$ cat src/rtl/jtvigil_bank_arb.sv
// jtvigil_bank_arb: shares one SDRAM bank among SLOTS ROM read slots.
// Each slot keeps a one-entry cache (valid, tag, data). Misses are
// serviced one at a time with round-robin priority through a
// REQ/DATA handshake on the bank port.
//
// Ports
//   clk, rst          clock, asynchronous active-high reset
//   downloading       ROM load in progress; invalidates every cache entry
//   slot_cs/addr      per-slot read request and address (slot 0 in LSBs)
//   slot_data/ok      per-slot cached data and hit indication
//   ba_addr/ba_rd     SDRAM word address and read request
//   ba_ack            request accepted (one cycle)
//   ba_dok/data_read  valid 16-bit read word
//   ba_rdy            transfer finished (one cycle)
module jtvigil_bank_arb #(
  parameter int unsigned         SLOTS  = 4,
  parameter int unsigned         AW     = 18,
  parameter int unsigned         DW     = 32,
  parameter logic [SLOTS*22-1:0] OFFSET = '0
) (
  input  logic                clk,
  input  logic                rst,
  input  logic                downloading,
  input  logic [SLOTS-1:0]    slot_cs,
  input  logic [SLOTS*AW-1:0] slot_addr,
  output logic [SLOTS*DW-1:0] slot_data,
  output logic [SLOTS-1:0]    slot_ok,
  output logic [21:0]         ba_addr,
  output logic                ba_rd,
  input  logic                ba_ack,
  input  logic                ba_dok,
  input  logic                ba_rdy,
  input  logic [15:0]         data_read
);

  // Byte-wide slots still cache a whole 16-bit SDRAM word.
  localparam int unsigned CW = (DW == 32) ? 32 : 16;
  localparam int unsigned GW = (SLOTS > 1) ? $clog2(SLOTS) : 1;
  localparam logic [GW-1:0] LAST_RST = GW'(SLOTS - 1);

  typedef enum logic [1:0] {
    IDLE = 2'd0,
    REQ  = 2'd1,
    DATA = 2'd2
  } state_t;

  state_t            state_q, state_d;
  logic              ba_rd_q, ba_rd_d;
  logic [21:0]       ba_addr_q, ba_addr_d;
  logic [AW-1:0]     tagbuf_q, tagbuf_d;
  logic [GW-1:0]     grant_q, grant_d;
  logic [GW-1:0]     last_q, last_d;
  logic [CW-1:0]     buf_q, buf_d;
  logic              wcnt_q, wcnt_d;
  logic              dlseen_q, dlseen_d;

  logic [SLOTS-1:0]  valid_q;
  logic [AW-1:0]     tag_q  [SLOTS];
  logic [CW-1:0]     data_q [SLOTS];

  logic [SLOTS-1:0]  hit;
  logic [SLOTS-1:0]  pending;
  logic              found;
  logic [GW-1:0]     gsel;
  logic [AW-1:0]     sel_addr;
  logic [21:0]       sel_off;
  int unsigned       rr_idx;

  logic              fill_we;
  logic              fill_valid;
  logic [CW-1:0]     fill_data;

  // Slot address in slot data units to SDRAM 16-bit word address.
  function automatic logic [21:0] word_addr(input logic [AW-1:0] a);
    logic [AW:0] ext;
    ext = {1'b0, a};
    if (DW == 8)       return 22'(ext >> 1);
    else if (DW == 16) return 22'(ext);
    else               return 22'(ext << 1);
  endfunction

  // Per-slot hit detection and read-data steering from the cache.
  for (genvar i = 0; i < int'(SLOTS); i++) begin : g_slot
    logic [AW-1:0] addr_w;
    assign addr_w = slot_addr[i*AW +: AW];
    if (DW == 8) begin : g_byte
      assign hit[i] = valid_q[i] && (tag_q[i][AW-1:1] == addr_w[AW-1:1]);
      assign slot_data[i*DW +: DW] = addr_w[0] ? data_q[i][15:8] : data_q[i][7:0];
    end else begin : g_word
      assign hit[i] = valid_q[i] && (tag_q[i] == addr_w);
      assign slot_data[i*DW +: DW] = data_q[i][DW-1:0];
    end
    assign slot_ok[i] = slot_cs[i] & hit[i];
  end

  assign ba_rd   = ba_rd_q;
  assign ba_addr = ba_addr_q;

  // Round-robin pick of the first missing slot after the last one served.
  always_comb begin
    pending  = slot_cs & ~hit & {SLOTS{~downloading}};
    found    = 1'b0;
    gsel     = '0;
    sel_addr = '0;
    sel_off  = '0;
    rr_idx   = 0;
    for (int unsigned k = 1; k <= SLOTS; k++) begin
      rr_idx = (32'(last_q) + k) % SLOTS;
      if (!found && pending[GW'(rr_idx)]) begin
        found    = 1'b1;
        gsel     = GW'(rr_idx);
        sel_addr = slot_addr[rr_idx*AW +: AW];
        sel_off  = OFFSET[rr_idx*22 +: 22];
      end
    end
  end

  // Next-state and bank-port control.
  always_comb begin
    state_d    = state_q;
    ba_rd_d    = ba_rd_q;
    ba_addr_d  = ba_addr_q;
    tagbuf_d   = tagbuf_q;
    grant_d    = grant_q;
    last_d     = last_q;
    buf_d      = buf_q;
    wcnt_d     = wcnt_q;
    dlseen_d   = dlseen_q | downloading;
    fill_we    = 1'b0;
    fill_valid = 1'b0;
    fill_data  = buf_q;
    case (state_q)
      IDLE: begin
        if (found) begin
          state_d   = REQ;
          ba_rd_d   = 1'b1;
          ba_addr_d = sel_off + word_addr(sel_addr);
          tagbuf_d  = sel_addr;
          grant_d   = gsel;
          buf_d     = '0;
          wcnt_d    = 1'b0;
          dlseen_d  = 1'b0;
        end
      end
      REQ: begin
        if (ba_ack) begin
          state_d = DATA;
          ba_rd_d = 1'b0;
        end
      end
      DATA: begin
        // First word lands in the low half; only 32-bit slots take a second.
        if (ba_dok) begin
          if (!wcnt_q) begin
            fill_data = CW'(data_read);
            wcnt_d    = 1'b1;
          end else if (CW == 32) begin
            fill_data = CW'({data_read, buf_q[15:0]});
          end
        end
        buf_d = fill_data;
        if (ba_rdy) begin
          // A download seen during the transfer makes the fetched data stale.
          fill_we    = 1'b1;
          fill_valid = !dlseen_q && !downloading;
          last_d     = grant_q;
          state_d    = IDLE;
        end
      end
      default: begin
        state_d = IDLE;
        ba_rd_d = 1'b0;
      end
    endcase
  end

  // Control state registers.
  always_ff @(posedge clk or posedge rst) begin
    if (rst) begin
      state_q   <= IDLE;
      ba_rd_q   <= 1'b0;
      ba_addr_q <= '0;
      tagbuf_q  <= '0;
      grant_q   <= '0;
      last_q    <= LAST_RST;
      buf_q     <= '0;
      wcnt_q    <= 1'b0;
      dlseen_q  <= 1'b0;
    end else begin
      state_q   <= state_d;
      ba_rd_q   <= ba_rd_d;
      ba_addr_q <= ba_addr_d;
      tagbuf_q  <= tagbuf_d;
      grant_q   <= grant_d;
      last_q    <= last_d;
      buf_q     <= buf_d;
      wcnt_q    <= wcnt_d;
      dlseen_q  <= dlseen_d;
    end
  end

  // Cache entries; downloading overrides any fill in the same cycle.
  always_ff @(posedge clk or posedge rst) begin
    if (rst) begin
      valid_q <= '0;
      for (int i = 0; i < int'(SLOTS); i++) begin
        tag_q[i]  <= '0;
        data_q[i] <= '0;
      end
    end else begin
      if (fill_we) begin
        valid_q[grant_q] <= fill_valid;
        tag_q[grant_q]   <= tagbuf_q;
        data_q[grant_q]  <= fill_data;
      end
      if (downloading) valid_q <= '0;
    end
  end

endmodule

$ cat config.mk
export PLATFORM = sky130hd
export DESIGN_NAME = jtvigil_bank_arb
export DESIGN_NICKNAME = d
export VERILOG_FILES = /design/src/rtl/jtvigil_bank_arb.sv
export SDC_FILE = /design/constraint.sdc
export NUM_CORES = 1
export LEC_CHECK = 0
export BUFFER_PORTS_ARGS = -buffer_cell sky130_fd_sc_hd__buf_4
export CAP_MARGIN = 0
export CELL_PAD_IN_SITES_DETAIL_PLACEMENT = 0
export CELL_PAD_IN_SITES_GLOBAL_PLACEMENT = 1
export CORE_MARGIN = 2
export CORE_UTILIZATION = 36
export CTS_CLUSTER_DIAMETER = 80
export DETAILED_ROUTE_END_ITERATION = 12
export MAX_ROUTING_LAYER = met4
export PLACE_DENSITY = 0.81
export SLEW_MARGIN = 25
export SYNTH_ARGS = -nofsm -noshare
export SYNTH_HDL_FRONTEND = slang
export SYNTH_SLANG_ARGS = --single-unit
$ cat constraint.sdc
create_clock -name clk -period 17.1 [get_ports clk]
set_clock_uncertainty 0.2 [all_clocks]
set_input_delay 1.71 -clock clk [delete_from_list [all_inputs] [get_ports clk]]
set_output_delay 1.71 -clock clk [all_outputs]
set_load 0.03 [all_outputs]
==> results by group, run 1 <==
Outcome
  • Run status: complete, no violations

Clock network
  • CTS Root Cell: clkbuf_16
  • Clk Latency, worst-skew pair: 0.51 ns
  • PostCTS Resize Cnt: 0
  • Clock sinks: 263
  • Clk slew on worst S/H paths: 0.06 ns
  • CTS Buf Count: 34
  • H-tree levels: 2
  • Post-CTS Hold Buffers: 0
  • Max Buffers Root-to-Sink: 3
  • CTS tree: built
  • Post-CTS Setup Repair Bufs: 0

Timing
  • RSZ-0062 raised after global routing: false
  • Final max-slew violation count: 0
  • Final Hold Fails: 0
  • Worst setup margin: 11.71 ns
  • Rel. slew slack: 28.18%
  • Final setup violating endpoints: 0
  • Max frequency: 185.6 MHz
  • Total Neg Setup Slack: 0 ns
  • Crit path time final: 5.387 ns
  • Worst slew pin tran: 1.077 ns
  • Final worst-path cycle share: 31.50%

Global routing
  • GR Util All Layers: 23.92%
  • Initial antenna violation count: 1
  • Pin count of the biggest net entering global routing: 133
  • Vias in the first global route: 11070
  • GR Overflow Total: 0
  • First-pass GRT wire length: 67.89 mm

Drt
  • DRT iter0 DRCs: 1017
  • WL per Instance: 21.58 µm
  • Via-to-Cell Ratio: 5.534
  • DR pass1 iterations: 6
  • Residual DRC: 0
  • Drt total wl: 44.29 mm
  • Post-DRT Antenna Nets: 0
  • Vias: 11360

Yosys
  • Post-synth EDFFs: 0
  • Largest family of logic cells by synthesized area: simple AND/OR/NAND/NOR gates
  • Post-synthesis simple-gate area fraction: 15.74%
  • Mux cell area share after synthesis: 11.04%
  • XOR/XNOR Fraction of Synth Area: 4.817%
  • Yosys top cell by area: dfrtp_1
  • Synth Flop Type: dfrtp_1
  • Mean Syn Cell Area: 9.626 µm²
  • Synth Instances: 1360
  • Synth warn: 0
  • Post-synth ARST share: 100.0%
  • Netlist cell types: 55
  • Synthesized area: 0.01309 mm²
  • Sequential fraction of the synthesis area: 50.29%
  • Post-synthesis compound-gate area fraction: 14.64%
  • Synth area leaders: dfrtp_1 50%, mux2_2 6.5%, nor2_1 5.0%
  • Yosys reg bits: 263
  • Share of the synthesized area in the top cell type: 49.89%
  • Post-Synth Adder-Cell Area: 0%

Critical path
  • CP required: 15.19 ns
  • Crit end category: output pin
  • Crit path launch type: input port
  • CP Max Fanout: 4
  • R2R setup slack: 12.88 ns
  • Worst setup path class: input port to output pin
  • Crit path DAT: 3.48 ns

Placed design
  • Placed Area: 0.01530 mm²
  • Post-DP HPWL: 29.93 mm
  • GP Congestion: 0.9053
  • Post-place setup slack: 11.63 ns
  • Count of input and output buffers: 248

Flow run
  • MaxCap Viol Count: 0

Die
  • FP Rows: 69
  • Num ports: 253
  • Starting Density: 36.72%
  • Die X: 194.7 µm
  • Full die area: 0.03791 mm²
  • Core ar.: 0.03566 mm²
  • Die Y: 194.7 µm

Finish
  • P&R area growth vs syn: 25.90%
  • Fin area: 0.01648 mm²
  • Layout cell share with drive strength beyond 1: 26.94%
  • Final nets: 1664

Pwr
  • P_leak: 7.554 nW
  • Worst IR Drop VDD: 0.09212 mV
  • PD cells: 187.4 mW/mm²
  • Final Power: 3.089 mW

Worst hold path
  • Worst Hold Class: register to register
synthesized netlist by cell type, drive strengths merged (7+ instances only):
| cell type | number |
|---|---|
| mux2i | 60 |
| nand4 | 26 |
| nor4 | 15 |
| clkbuf | 69 |
| o22ai | 36 |
| buf | 26 |
| nand3 | 13 |
| a21oi | 117 |
| mux2 | 75 |
| dfrtp | 261 |
| o211ai | 7 |
| o21ai | 113 |
| nor2 | 175 |
| nand2b | 16 |
| inv | 11 |
| or2 | 8 |
| and3 | 17 |
| xnor2 | 61 |
| nand2 | 153 |
| a2bb2oi | 13 |
| nor3 | 27 |
| xor2 | 11 |
sequential cells by signal (all words and copies together) (netlist names), 2 cells and up:
| name | count |
|---|---|
| tag_q | 72 |
| slot_data | 128 |
| state_q | 2 |
| grant_q | 2 |
| ba_addr | 18 |
| buf_q | 32 |
| last_q | 2 |
| valid_q | 4 |
path summary, 6_finish.rpt:
kind,start,cells past startpoint,endpoint
min reg2reg,slot_data[113],2,slot_data[113]
max in group asynchronous,rst,4,slot_data[35]
min,slot_data[113],2,slot_data[113]
min in group asynchronous,rst,2,slot_data[53]
max,slot_addr[52],6,slot_ok[2]
max reg2reg,tag_q[2],9,ba_addr[7]
cells by family after synthesis:
logic type / Yosys count
xor+xnor: 72
mux: 135
other cells: 1
simple gates: 462
flops: 263
compound gates: 321
buf+inv: 106
per-layer routing:
layer	up-vias	part of all wire [%]	track usage (%)	wire [µm]
li1	5169	-	-	-
met1	5542	45	33.63	19870
met2	548	44	34.66	19560
met3	97	7.5	3.748	3330
met4	0	3.5	9.145	1533
met5	-	0	-	0
cells in the final DEF, fill, tap and decap left out, types with 13 or more instances in the layout:
master,n
nand2_1,151
nand3_1,13
buf_4,261
a21oi_1,117
o21ai_1,13
nor3_1,26
mux2i_1,60
dfrtp_1,261
and3_1,17
xnor2_1,61
mux2_2,75
nand4_1,26
clkbuf_16,35
nand2b_1,16
nor2_1,172
a2bb2oi_1,13
o21ai_0,90
o22ai_1,35
per-stage QoR:
stage               hold WS, ns  std cells  util (%)
floorplan                0.2799       1363         -
global placement         0.2621       1991     42.89
detailed placement       0.2712       1991     42.90
CTS                      0.2844       2050     46.18
global route             0.3052       2051     46.22
finish                   0.2805       2052     46.23
critical path: stages:
cell and delay [ns]:
buf_4 0.12, xnor2_1 0.35, nand4_1 0.20, nor2_1 0.27, nor4b_1 0.55, buf_4 0.27
power breakdown:
part / total [mW] / internal, mW / switching [mW]
registers: 1.03 / 0.848 / 0.184
logic: 1.31 / 0.491 / 0.815
clock network: 0.750 / 0.472 / 0.278
cell type report:
| class | instances | area, µm² |
|---|---|---|
| inverters | 11 | 48.80 |
| diodes | 2 | 5.005 |
| repair buffers | 262 | 1971 |
| clock buffers | 46 | 967.2 |
| multi-input cells | 994 | 6125 |
| fillers | 3413 | 19170 |
| clock inverters | 13 | 201.4 |
| flip-flops and latches | 263 | 6588 |
| well taps | 461 | 576.8 |
(Power assumes the default switching activity.)
==> inputs of run 2 (changes only) <==
--- a/config.mk
+++ b/config.mk
@@ -5,6 +5,7 @@
 export SDC_FILE = /design/constraint.sdc
 export NUM_CORES = 1
 export LEC_CHECK = 0
+export ABC_AREA = 1
 export BUFFER_PORTS_ARGS = -buffer_cell sky130_fd_sc_hd__buf_4
 export CAP_MARGIN = 0
 export CELL_PAD_IN_SITES_DETAIL_PLACEMENT = 0
@@ -14,7 +15,7 @@
 export CTS_CLUSTER_DIAMETER = 80
 export DETAILED_ROUTE_END_ITERATION = 12
 export MAX_ROUTING_LAYER = met4
-export PLACE_DENSITY = 0.81
+export PLACE_DENSITY = 0.84
 export SLEW_MARGIN = 25
 export SYNTH_ARGS = -nofsm -noshare
 export SYNTH_HDL_FRONTEND = slang
==> constraint.sdc (replaced) <==
create_clock -name clk -period 5.2 [get_ports clk]
set_clock_uncertainty 0.2 [all_clocks]
set_input_delay 0.52 -clock clk [delete_from_list [all_inputs] [get_ports clk]]
set_output_delay 0.52 -clock clk [all_outputs]
set_load 0.03 [all_outputs]
==> run 2 against run 1 <==
Net effect: register-to-register slack got worse by 12 ns; synthesized cell count rose by 41%; first-iteration DRC count rose by 0.39%; critical endpoint is now grant_q[1]; utilization fell by 1.3 points; combinational power rose to 4.2 times the previous value; area after synthesis rose by 6.6%; critical path type is now register to register; via count rose by 17%; sequential power rose to 3.4 times the previous value; highest routed layer unchanged; sequential share of layout area fell by 1.9 points; routed wire length rose by 5.8%; non-clock buffer count rose by 5.
==> results by group, run 2 <==
Die
  • Core ar.: 0.03847 mm² (+7.9%)
  • FP Rows: 72 (+4.3%)
  • Full die area: 0.04036 mm² (+6.5%)
  • Num ports: 253 (unchanged)
  • Starting Density: 36.28% (-0.44 points)
  • Die X: 200.9 µm (+3.2%)
  • Die Y: 200.9 µm (+3.2%)

Yosys
  • Largest family of logic cells by synthesized area: simple AND/OR/NAND/NOR gates
  • Sequential fraction of the synthesis area: 47.18% (-3.1 points)
  • Mean Syn Cell Area: 7.295 µm² (-24%)
  • Leading post-synthesis cells by instance count: 560 x nand2_1, 313 x o21ai_0, 261 x dfrtp_1
  • Share of the synthesized area in the top cell type: 46.80% (-3.1 points)
  • Synth Flop Type: dfrtp_1
  • Post-synth EDFFs: 0 (unchanged)
  • XOR/XNOR Fraction of Synth Area: 0.6814% (-4.1 points)
  • Post-synthesis simple-gate area fraction: 26.28% (+11 points)
  • Mux cell area share after synthesis: 0.3228% (-11 points)
  • Post-Synth Adder-Cell Area: 0% (unchanged)
  • Yosys reg bits: 263 (unchanged)
  • Synth warn: 0 (unchanged)
  • Post-synth ARST share: 100.0% (unchanged)
  • Netlist cell types: 42 (-24%)
  • Post-synthesis compound-gate area fraction: 16.62% (+2.0 points)
  • Most numerous cell in the Yosys netlist: nand2_1
  • Synth Instances: 1913 (+41%)
  • Synth area leaders: dfrtp_1 47%, nand2_1 15%, o21ai_0 11%
  • Synthesized area: 0.01396 mm² (+6.6%)
  • Yosys top cell by area: dfrtp_1

Placed design
  • Count of input and output buffers: 248 (unchanged)
  • GP Congestion: 0.9013 (-0.44%)
  • Post-DP HPWL: 34.45 mm (+15%)
  • Post-place setup slack: 1.192 ns (-10.44 ns)

Clock network
  • CTS tree: built
  • Clk Latency, worst-skew pair: 0.58 ns (+0.07 ns)
  • CTS Root Cell: clkbuf_16
  • Max Buffers Root-to-Sink: 3 (unchanged)
  • Clock sinks: 263 (unchanged)
  • CTS Buf Count: 31 (-8.8%)
  • Clk slew on worst S/H paths: 0.06 ns (about the same)
  • H-tree levels: 1 (-1)

Finish
  • Layout Utilization: 44.96% (-1.3 points)
  • Commonest non-fill, non-tap cells in the layout: 560 x nand2_1, 313 x o21ai_0, 261 x dfrtp_1, 261 x buf_4
  • Final nets: 2210 (+33%)
  • Area of the multi-input gates: 0.006167 mm² (+0.69%)
  • Layout cell share with drive strength beyond 1: 18.44% (-8.5 points)
  • Fill cell count: 3893 (+14%)
  • Max FFs per register: 128 (unchanged)
  • Sequential Area: 0.006588 mm² (unchanged)
  • Most common cell after layout, fill and taps aside: nand2_1
  • P&R area growth vs syn: 23.92%

Timing
  • Final max-slew violation count: 0 (unchanged)
  • Rel. slew slack: 45.07% (+17 points)
  • Worst slew pin tran: 0.8220 ns (-0.2553 ns)
  • Worst setup margin: 1.173 ns (-10.54 ns)
  • Crit path time final: 4.027 ns
  • Total Neg Setup Slack: 0 ns (unchanged)
  • Max frequency: 248.4 MHz
  • Final Hold Fails: 0 (unchanged)
  • RSZ-0062 raised after global routing: false
  • Final setup violating endpoints: 0 (unchanged)
  • Hold_ws: 0.04891 ns (-0.2316 ns)
  • Final worst-path cycle share: 77.43%

Global routing
  • Pin count of the biggest net entering global routing: 146 (+9.8%)
  • GR Overflow Total: 0 (unchanged)
  • Initial antenna violation count: 1 (unchanged)
  • GR Util All Layers: 23.62% (-0.30 points)
  • Vias in the first global route: 12680 (+15%)
  • First-pass GRT wire length: 72.64 mm (+7.0%)

Drt
  • DRT iter0 DRCs: 1021 (+0.39%)
  • Via-to-Cell Ratio: 5.000 (-9.7%)
  • Highest routed layer: met4
  • WL per Instance: 17.65 µm (-18%)
  • Post-DRT Antenna Nets: 0 (unchanged)
  • DRT met1 WL: 18.94 mm (-4.7%)
  • Met3 Wirelength: 3.601 mm (+8.1%)
  • Drt total wl: 46.87 mm (+5.8%)
  • WL met2: 22.57 mm (+15%)
  • Residual DRC: 0 (unchanged)
  • DR pass1 iterations: 5 (-1)
  • Vias: 13280 (+17%)

Critical path
  • WP buf/inv: 4 (+2)
  • CP cell instances: xnor2_2 -> buf_4 -> inv_1 -> nand2_1 -> buf_4 -> nand2_4 -> nor2_4 -> nand3_2 -> nand2_4 -> inv_4 -> nand2_1 -> nand2_1
  • Worst setup path class: register to register
  • Crit path launch type: register
  • Max incr delay on CP: 0.98 ns (+0.43 ns)
  • Crit path DAT: 4.29 ns (+0.81 ns)
  • Crit path max-delay cell type: dfstp_4
  • CP required: 5.46 ns (-9.73 ns)
  • Crit-path most repeated cell: nand2_1
  • R2R setup slack: 1.17 ns (-11.71 ns)
  • CP Max Fanout: 73 (+69)
  • Crit end category: register
  • Critical path's top delay family: simple AND/OR/NAND/NOR gates

Flow run
  • MaxCap Viol Count: 0 (unchanged)

Pwr
  • Final Power: 11.26 mW (+260%)
  • P_leak: 8.596 nW (+14%)
  • Worst IR Drop VDD: 0.4035 mV (+340%)
  • PD cells: 650.9 mW/mm² (+250%)

Worst hold path
  • Worst Hold Class: input port to register

Outcome
  • Run status: complete, no violations
## run 2: cell types whose count changed after synthesis, moves of 17 or more
cell     previous run  this run
a21oi_1           117        89
and3_1             17         0
inv_1              11       183
mux2_2             75         4
mux2i_1            60         0
nand2_1           152       560
nand3_1            13        70
nor2_2              0        21
nor3_1             27         6
o21ai_0            90       313
o22ai_1            36         0
xnor2_1            61         5
## run 2: path summary, 6_finish.rpt
check | start | end | cells after the start
min | ba_ack | state_q[0] | 3
max | last_q[0] | grant_q[1] | 12
max in group asynchronous | rst | ba_addr[10] | 4
max reg2reg | last_q[0] | grant_q[1] | 12
min reg2reg | slot_data[124] | slot_data[124] | 2
min in group asynchronous | rst | wcnt_q | 3
## run 2: per-stage QoR
stage | cells | cell area, µm²
CTS | 2655 | 17290
floorplan | 1916 | 13970
detailed placement | 2594 | 16190
global placement | 2594 | 16190
global route | 2656 | 17290
finish | 2656 | 17290
## run 2: cells by family (layout without fill, tap and decap cells)
group	Yosys count	count (layout)
AND/OR/NAND/NOR	885	885
AO/OA/AOI/OAI	443	443
buffers and inverters	307	528
flip-flops	263	263
XOR/XNOR	10	10
multiplexers	4	4
other	1	5
## run 2: where the power goes
| group | leakage [nW] | internal [mW] | switching, mW |
|---|---|---|---|
| logic | 4.73 | 1.80 | 3.67 |
| clock network | 0.508 | 1.31 | 0.946 |
| registers | 3.36 | 2.85 | 0.681 |
## run 2: cell type report
| class | count | share of cell area [%] |
|---|---|---|
| Multi-Input combinational cell | 1346 | 35.66 |
| Inverter | 203 | 4.457 |
| Tap cell | 518 | 3.748 |
| Sequential cell | 263 | 38.09 |
| Antenna cell | 1 | 0.01447 |
| Clock inverter | 23 | 1.375 |
| Clock buffer | 35 | 4.804 |
| Timing Repair Buffer | 267 | 11.85 |
## run 2: layer usage
layer  up-vias  global-route usage, %
met4         0                  8.651
met5         -                      -
met2       433                  38.78
li1       6482                      -
met3        89                  4.854
met1      6276                  28.77
## run 2: worst register-to-register path, stage by stage (launching register included)
cell,delay (ns)
dfstp_4,0.98
xnor2_2,0.17
buf_4,0.35
inv_1,0.11
nand2_1,0.08
buf_4,0.25
nand2_4,0.11
nor2_4,0.48
nand3_2,0.16
nand2_4,0.42
inv_4,0.37
nand2_1,0.17
nand2_1,0.06
## run 2: what timing repair did
item                                   4_1_cts  5_1_grt
gates resized for setup                      0        0
hold buffers                                 3        0
setup buffers                                0        0
endpoints found under the hold margin       32        0
